`src/rtl/mem_access_unit_pkg.sv`:
```
`default_nettype none
// ============================================================================
// mem_access_unit_pkg : size codes, FSM states and lane helpers for the LSU
// Revision 1.0
// ============================================================================
package mem_access_unit_pkg;

  localparam logic [1:0] SZ_B = 2'b00;
  localparam logic [1:0] SZ_H = 2'b01;
  localparam logic [1:0] SZ_W = 2'b10;
  localparam logic [1:0] SZ_D = 2'b11;

  typedef enum logic [1:0] {
    ST_IDLE = 2'd0,
    ST_REQ  = 2'd1,
    ST_RESP = 2'd2,
    ST_DONE = 2'd3
  } state_t;

  function automatic logic is_aligned(input logic [1:0] size, input logic [2:0] off);
    case (size)
      SZ_B:    return 1'b1;
      SZ_H:    return off[0] == 1'b0;
      SZ_W:    return off[1:0] == 2'b00;
      default: return off == 3'b000;
    endcase
  endfunction

  // Byte lanes touched by an access of the given size, starting at lane 0.
  function automatic logic [7:0] lane_mask(input logic [1:0] size);
    case (size)
      SZ_B:    return 8'h01;
      SZ_H:    return 8'h03;
      SZ_W:    return 8'h0F;
      default: return 8'hFF;
    endcase
  endfunction

endpackage
`default_nettype wire

```
`src/rtl/mem_access_unit_lane_align.sv`:
```
`default_nettype none
// ============================================================================
// lane_align : shifts data between right-justified and 8-byte bus lane form
// Revision 1.0
// ============================================================================
module lane_align
  import mem_access_unit_pkg::*;
#(
  parameter bit LOAD = 1'b0
) (
  input  logic [2:0]  off,
  input  logic [1:0]  size,
  input  logic [63:0] din,
  output logic [63:0] dout,
  output logic [7:0]  strb
);

  logic [5:0] shamt;
  logic [7:0] bmask;

  assign shamt = {off, 3'b000};
  assign bmask = lane_mask(size);

  if (LOAD) begin : g_load
    logic [63:0] dmask;

    always_comb begin
      dmask = '0;
      for (int i = 0; i < 8; i++) begin
        dmask[8*i +: 8] = {8{bmask[i]}};
      end
    end

    // Loads enable no write lanes.
    assign dout = (din >> shamt) & dmask;
    assign strb = 8'h00;
  end else begin : g_store
    assign dout = din << shamt;
    assign strb = bmask << off;
  end

endmodule
`default_nettype wire

```
`src/rtl/mem_access_unit.sv`:
```
`default_nettype none
// ============================================================================
// mem_access_unit : load/store unit driving a valid/ready data-memory bus
// Revision 1.0
// ============================================================================
module mem_access_unit
  import mem_access_unit_pkg::*;
#(
  parameter int ADDR_W = 64
) (
  input  logic              clk,
  input  logic              rst,
  input  logic              ld_en,
  input  logic              st_en,
  input  logic [1:0]        size,
  input  logic [ADDR_W-1:0] addr,
  input  logic [63:0]       st_data,
  output logic [63:0]       mem_rd_data,
  output logic              stall,
  output logic              misalign,
  output logic              acc_err,
  output logic              bus_req_valid,
  input  logic              bus_req_ready,
  output logic              bus_we,
  output logic [ADDR_W-1:0] bus_addr,
  output logic [63:0]       bus_wdata,
  output logic [7:0]        bus_wstrb,
  input  logic              bus_resp_valid,
  input  logic [63:0]       bus_rdata,
  input  logic              bus_resp_err
);

  state_t      state;
  logic [2:0]  off_r;
  logic [1:0]  size_r;
  logic        req;
  logic        aligned;
  logic        start;
  logic [63:0] st_wdata;
  logic [7:0]  st_strb;
  logic [63:0] ld_data;
  logic [7:0]  ld_strb;

  assign req      = ld_en | st_en;
  assign aligned  = is_aligned(size, addr[2:0]);
  assign start    = (state == ST_IDLE) & req & aligned;
  assign misalign = (state == ST_IDLE) & req & ~aligned;
  assign stall    = start | (state == ST_REQ) | (state == ST_RESP);

  lane_align #(.LOAD(1'b0)) u_store_lane (
    .off  (addr[2:0]),
    .size (size),
    .din  (st_data),
    .dout (st_wdata),
    .strb (st_strb)
  );

  lane_align #(.LOAD(1'b1)) u_load_lane (
    .off  (off_r),
    .size (size_r),
    .din  (bus_rdata),
    .dout (ld_data),
    .strb (ld_strb)
  );

  always_ff @(posedge clk or posedge rst) begin
    if (rst) begin
      state         <= ST_IDLE;
      off_r         <= '0;
      size_r        <= '0;
      mem_rd_data   <= '0;
      acc_err       <= 1'b0;
      bus_req_valid <= 1'b0;
      bus_we        <= 1'b0;
      bus_addr      <= '0;
      bus_wdata     <= '0;
      bus_wstrb     <= '0;
    end else begin
      case (state)
        ST_IDLE: begin
          if (start) begin
            // A simultaneous ld_en/st_en is treated as a load.
            state         <= ST_REQ;
            bus_req_valid <= 1'b1;
            bus_we        <= ~ld_en;
            bus_addr      <= {addr[ADDR_W-1:3], 3'b000};
            bus_wdata     <= st_wdata;
            bus_wstrb     <= ld_en ? ld_strb : st_strb;
            off_r         <= addr[2:0];
            size_r        <= size;
          end
        end
        ST_REQ: begin
          if (bus_req_ready) begin
            state         <= ST_RESP;
            bus_req_valid <= 1'b0;
          end
        end
        ST_RESP: begin
          if (bus_resp_valid) begin
            state       <= ST_DONE;
            mem_rd_data <= bus_resp_err ? 64'd0 : ld_data;
            acc_err     <= bus_resp_err;
          end
        end
        default: begin
          state       <= ST_IDLE;
          mem_rd_data <= '0;
          acc_err     <= 1'b0;
        end
      endcase
    end
  end

endmodule
`default_nettype wire

```
`config.mk`:
```
export PLATFORM = sky130hd
export DESIGN_NAME = mem_access_unit
export DESIGN_NICKNAME = d
export VERILOG_FILES = /design/src/rtl/mem_access_unit_pkg.sv /design/src/rtl/mem_access_unit_lane_align.sv /design/src/rtl/mem_access_unit.sv
export SDC_FILE = /design/constraint.sdc
export NUM_CORES = 1
export LEC_CHECK = 0
export CAP_MARGIN = 15
export CORE_MARGIN = 2
export CORE_UTILIZATION = 41
export DETAILED_ROUTE_END_ITERATION = 10
export HOLD_SLACK_MARGIN = 0.15
export PLACE_DENSITY = 0.77
export SYNTH_ARGS = -nofsm -noshare
export SYNTH_HDL_FRONTEND = slang
export SYNTH_SLANG_ARGS = --single-unit
```
`constraint.sdc`:
```
create_clock -name clk -period 6.5 [get_ports clk]
set_input_delay 1.3 -clock clk [delete_from_list [all_inputs] [get_ports clk]]
set_output_delay 1.3 -clock clk [all_outputs]
set_load 0.1 [all_outputs]
```
==> impl_metrics.py <==
metrics = {
    "place": {
        "dp.cells": 1841,
        "dp_hpwl_microns": 29830,
        "post-place-ws_ns": 2.010,
        "gp_congestion": 0.9182,
        "io_buffers": 402,
    },
    "critical_path": {
        "path_cells": "clkdlybuf4s50_1 -> a21o_1 -> a221oi_4 -> or3_1 -> buf_4",
        "worstPathMaxFanout": 17,
        "critical_path.slowest_cell": "clkdlybuf4s50_1",
        "critPathMaxStageDelay_ns": 0.73,
        "cp.arrival_ns": 3.18,
        "crit_required_ns": 5.20,
        "setup.worst_path.class": "primary input to output pin",
        "cp-start-kind": "primary input",
        "end_kind": "output pin",
    },
    "sta": {
        "hold_violations": 0,
        "rsz0062_at_grt": "no",
        "slew_viol_final": 0,
        "skew_ns": 0.02300,
        "slew_headroom_pct": 25.19,
        "fmax_mhz": 223.1,
        "period_share_pct": 68.96,
        "setup_viol": 0,
        "finalSetupTns_ns": 0,
        "whs_ns": 0.4700,
        "layout_min_cycle_time_ns": 4.482,
        "worst_slew_pin_slew_ns": 1.119,
        "setup_slack_ns": 2.018,
    },
    "floorplanning": {
        "initial_core_util_pct": 41.73,
        "rows": 60,
        "die_height_microns": 169.6,
        "fp.coreArea_sq_um": 26950,
        "die_x_microns": 169.6,
        "io_pins": 406,
        "die_area_sq_um": 28770,
    },
    "drt": {
        "drt-initial-drc-count": 1064,
        "wl_microns": 41770,
        "ant_nets": 0,
        "drtPass1Iterations": 5,
        "vias": 10730,
        "drcViolationCount": 0,
        "drt-vias-per-instance": 5.681,
        "avgRoutedWirePerCell_microns": 22.11,
    },
    "yosys": {
        "synth-async-reset-ratio_pct": 100.0,
        "synth-seq-area-share_pct": 46.06,
        "yosys.area.top_type_share_pct": 46.06,
        "synth-xor-area-share_pct": 0,
        "synth_warnings": 0,
        "synth.area.top_cells": "dfrtp_1 46%, nand2_1 11%, mux2i_1 7.1%",
        "yosys.area_share.simple_pct": 15.89,
        "ys_types": 58,
        "synth_common_cells": "328 x nand2_1, 207 x dfrtp_1, 80 x mux2i_1, 73 x o21ai_0, 49 x buf_2",
        "synth_mux_area_share_pct": 13.63,
        "post-synth-top-count-cell": "nand2_1",
        "syn_avg_cell_area_sq_um": 9.499,
        "synth_seq_cells": 207,
        "syn_inst": 1184,
        "synth_area_leader_cell": "dfrtp_1",
        "synth_edf_count": 0,
        "synth_top_family_by_area": "compound AO/OA/AOI/OAI gates",
        "synth-main-ff-cell": "dfrtp_1",
        "synth_compound_area_share_pct": 18.80,
        "syn-cell-area_sq_um": 11250,
        "synth_fa_ha_area_share_pct": 0.3337,
    },
    "global_routing": {
        "overflow": 0,
        "grt_pass1_vias": 10660,
        "grt_pass1_wl_microns": 63000,
        "antenna_found_initial": 3,
        "grtUsageTotal_pct": 28.25,
        "grt_max_degree": 134,
    },
    "finish": {
        "area_delta_synth_final_pct": 43.64,
        "fin_util_pct": 59.94,
        "stdcell_count": 1889,
        "nNetsFinal": 1731,
        "drive_gt1_share_pct": 8.414,
    },
    "clock_tree": {
        "clk_pin_slew_ns": 0.06,
        "cts_root_buf": "clkbuf_16",
        "cts_buffer_depth": 3,
        "cts_tree": "done",
        "clkLatencyLatePin_ns": 0.54,
        "cts_resized": 0,
        "cts.sinks": 207,
        "post-cts-setup-buffers": 0,
        "htree_levels": 1,
        "cts_hold_buf": 0,
        "cts_buffers": 25,
    },
    "hold_path": {
        "hold_path_class": "flop to flop",
    },
    "pwr": {
        "ir_drop_mv": 0.4802,
        "power_density_nw_per_um2": 552.3,
        "leakage_nw": 7.010,
    },
    "outcome": {
        "outcome": "complete, no violations",
    },
    "job": {
        "cap_violations": 0,
    },
}
==> placed cells by master (no fill, tap or decap), drive strengths merged, types with 29 or more instances in the layout <==
cell,count
o31ai,33
mux2,33
a211oi,34
nor2,36
nand2,328
o21ai,85
dfrtp,207
nor2b,29
clkbuf,34
mux2i,80
clkdlybuf4s50,397
==> metal layers <==
layer	global-route usage, %	vias up	routed length (microns)
met5	0	-	0
met2	49.07	524	20710
met4	12.37	0	1907
met3	8.069	103	4018
met1	32.50	5207	15140
li1	-	4898	-
==> power breakdown <==
part,switching [mW],internal (mW)
logic,4.16,1.30
clock network,0.576,0.826
registers,0.353,1.71
==> logic make-up (layout without fill, tap and decap cells) <==
group | after synthesis | after routing
AO/OA/AOI/OAI | 294 | 294
flip-flops | 207 | 207
AND/OR/NAND/NOR | 426 | 426
other | 1 | 6
multiplexers | 129 | 129
buffers and inverters | 124 | 483
adder cells (fa/ha/maj) | 3 | 3
==> flip-flops by register name (all words and copies together), names as in the netlist <==
| name | cells |
|---|---|
| off_r | 3 |
| mem_rd_data | 64 |
| bus_wdata | 64 |
| bus_req_valid | 1 |
| bus_addr | 61 |
| bus_we | 1 |
| bus_wstrb | 8 |
| acc_err | 1 |
| size_r | 2 |
| state | 2 |
==> final timing paths <==
check	start	end	slack (ns)	cells after the start
hold reg to reg	bus_addr[36]	bus_addr[36]	0.47	2
setup reg to reg	state[0]	bus_addr[39]	3.53	7
min in group asynchronous	rst	mem_rd_data[17]	1.32	3
setup / recovery	size[1]	stall	2.02	5
max in group asynchronous	rst	bus_addr[30]	4.39	3
hold / removal	bus_addr[36]	bus_addr[36]	0.47	2
==> critical path: cells and delay by family <==
kind / cells / cell delay (ns)
compound gates: 2 / 0.69
simple gates: 1 / 0.16
buf+inv: 2 / 1.02
==> through the flow <==
| step | power (mW) | instance area (sq um) |
|---|---|---|
| global placement | 7.476 | 15330 |
| finish | 8.922 | 16160 |
| global route | 9.266 | 16150 |
| floorplan | 6.137 | 11260 |
| CTS | 8.954 | 16150 |
| detailed placement | 7.536 | 15330 |
==> layout make-up <==
cell class	instances	area, sq um
inverter	24	93.84
sequential	207	5182
fill	2256	10800
multi-input combinational	855	5523
antenna	3	7.507
clock buffer	34	689.4
clock inverter	11	123.9
timing repair buffer	414	4109
tap	341	426.7
(Power assumes the default switching activity.)
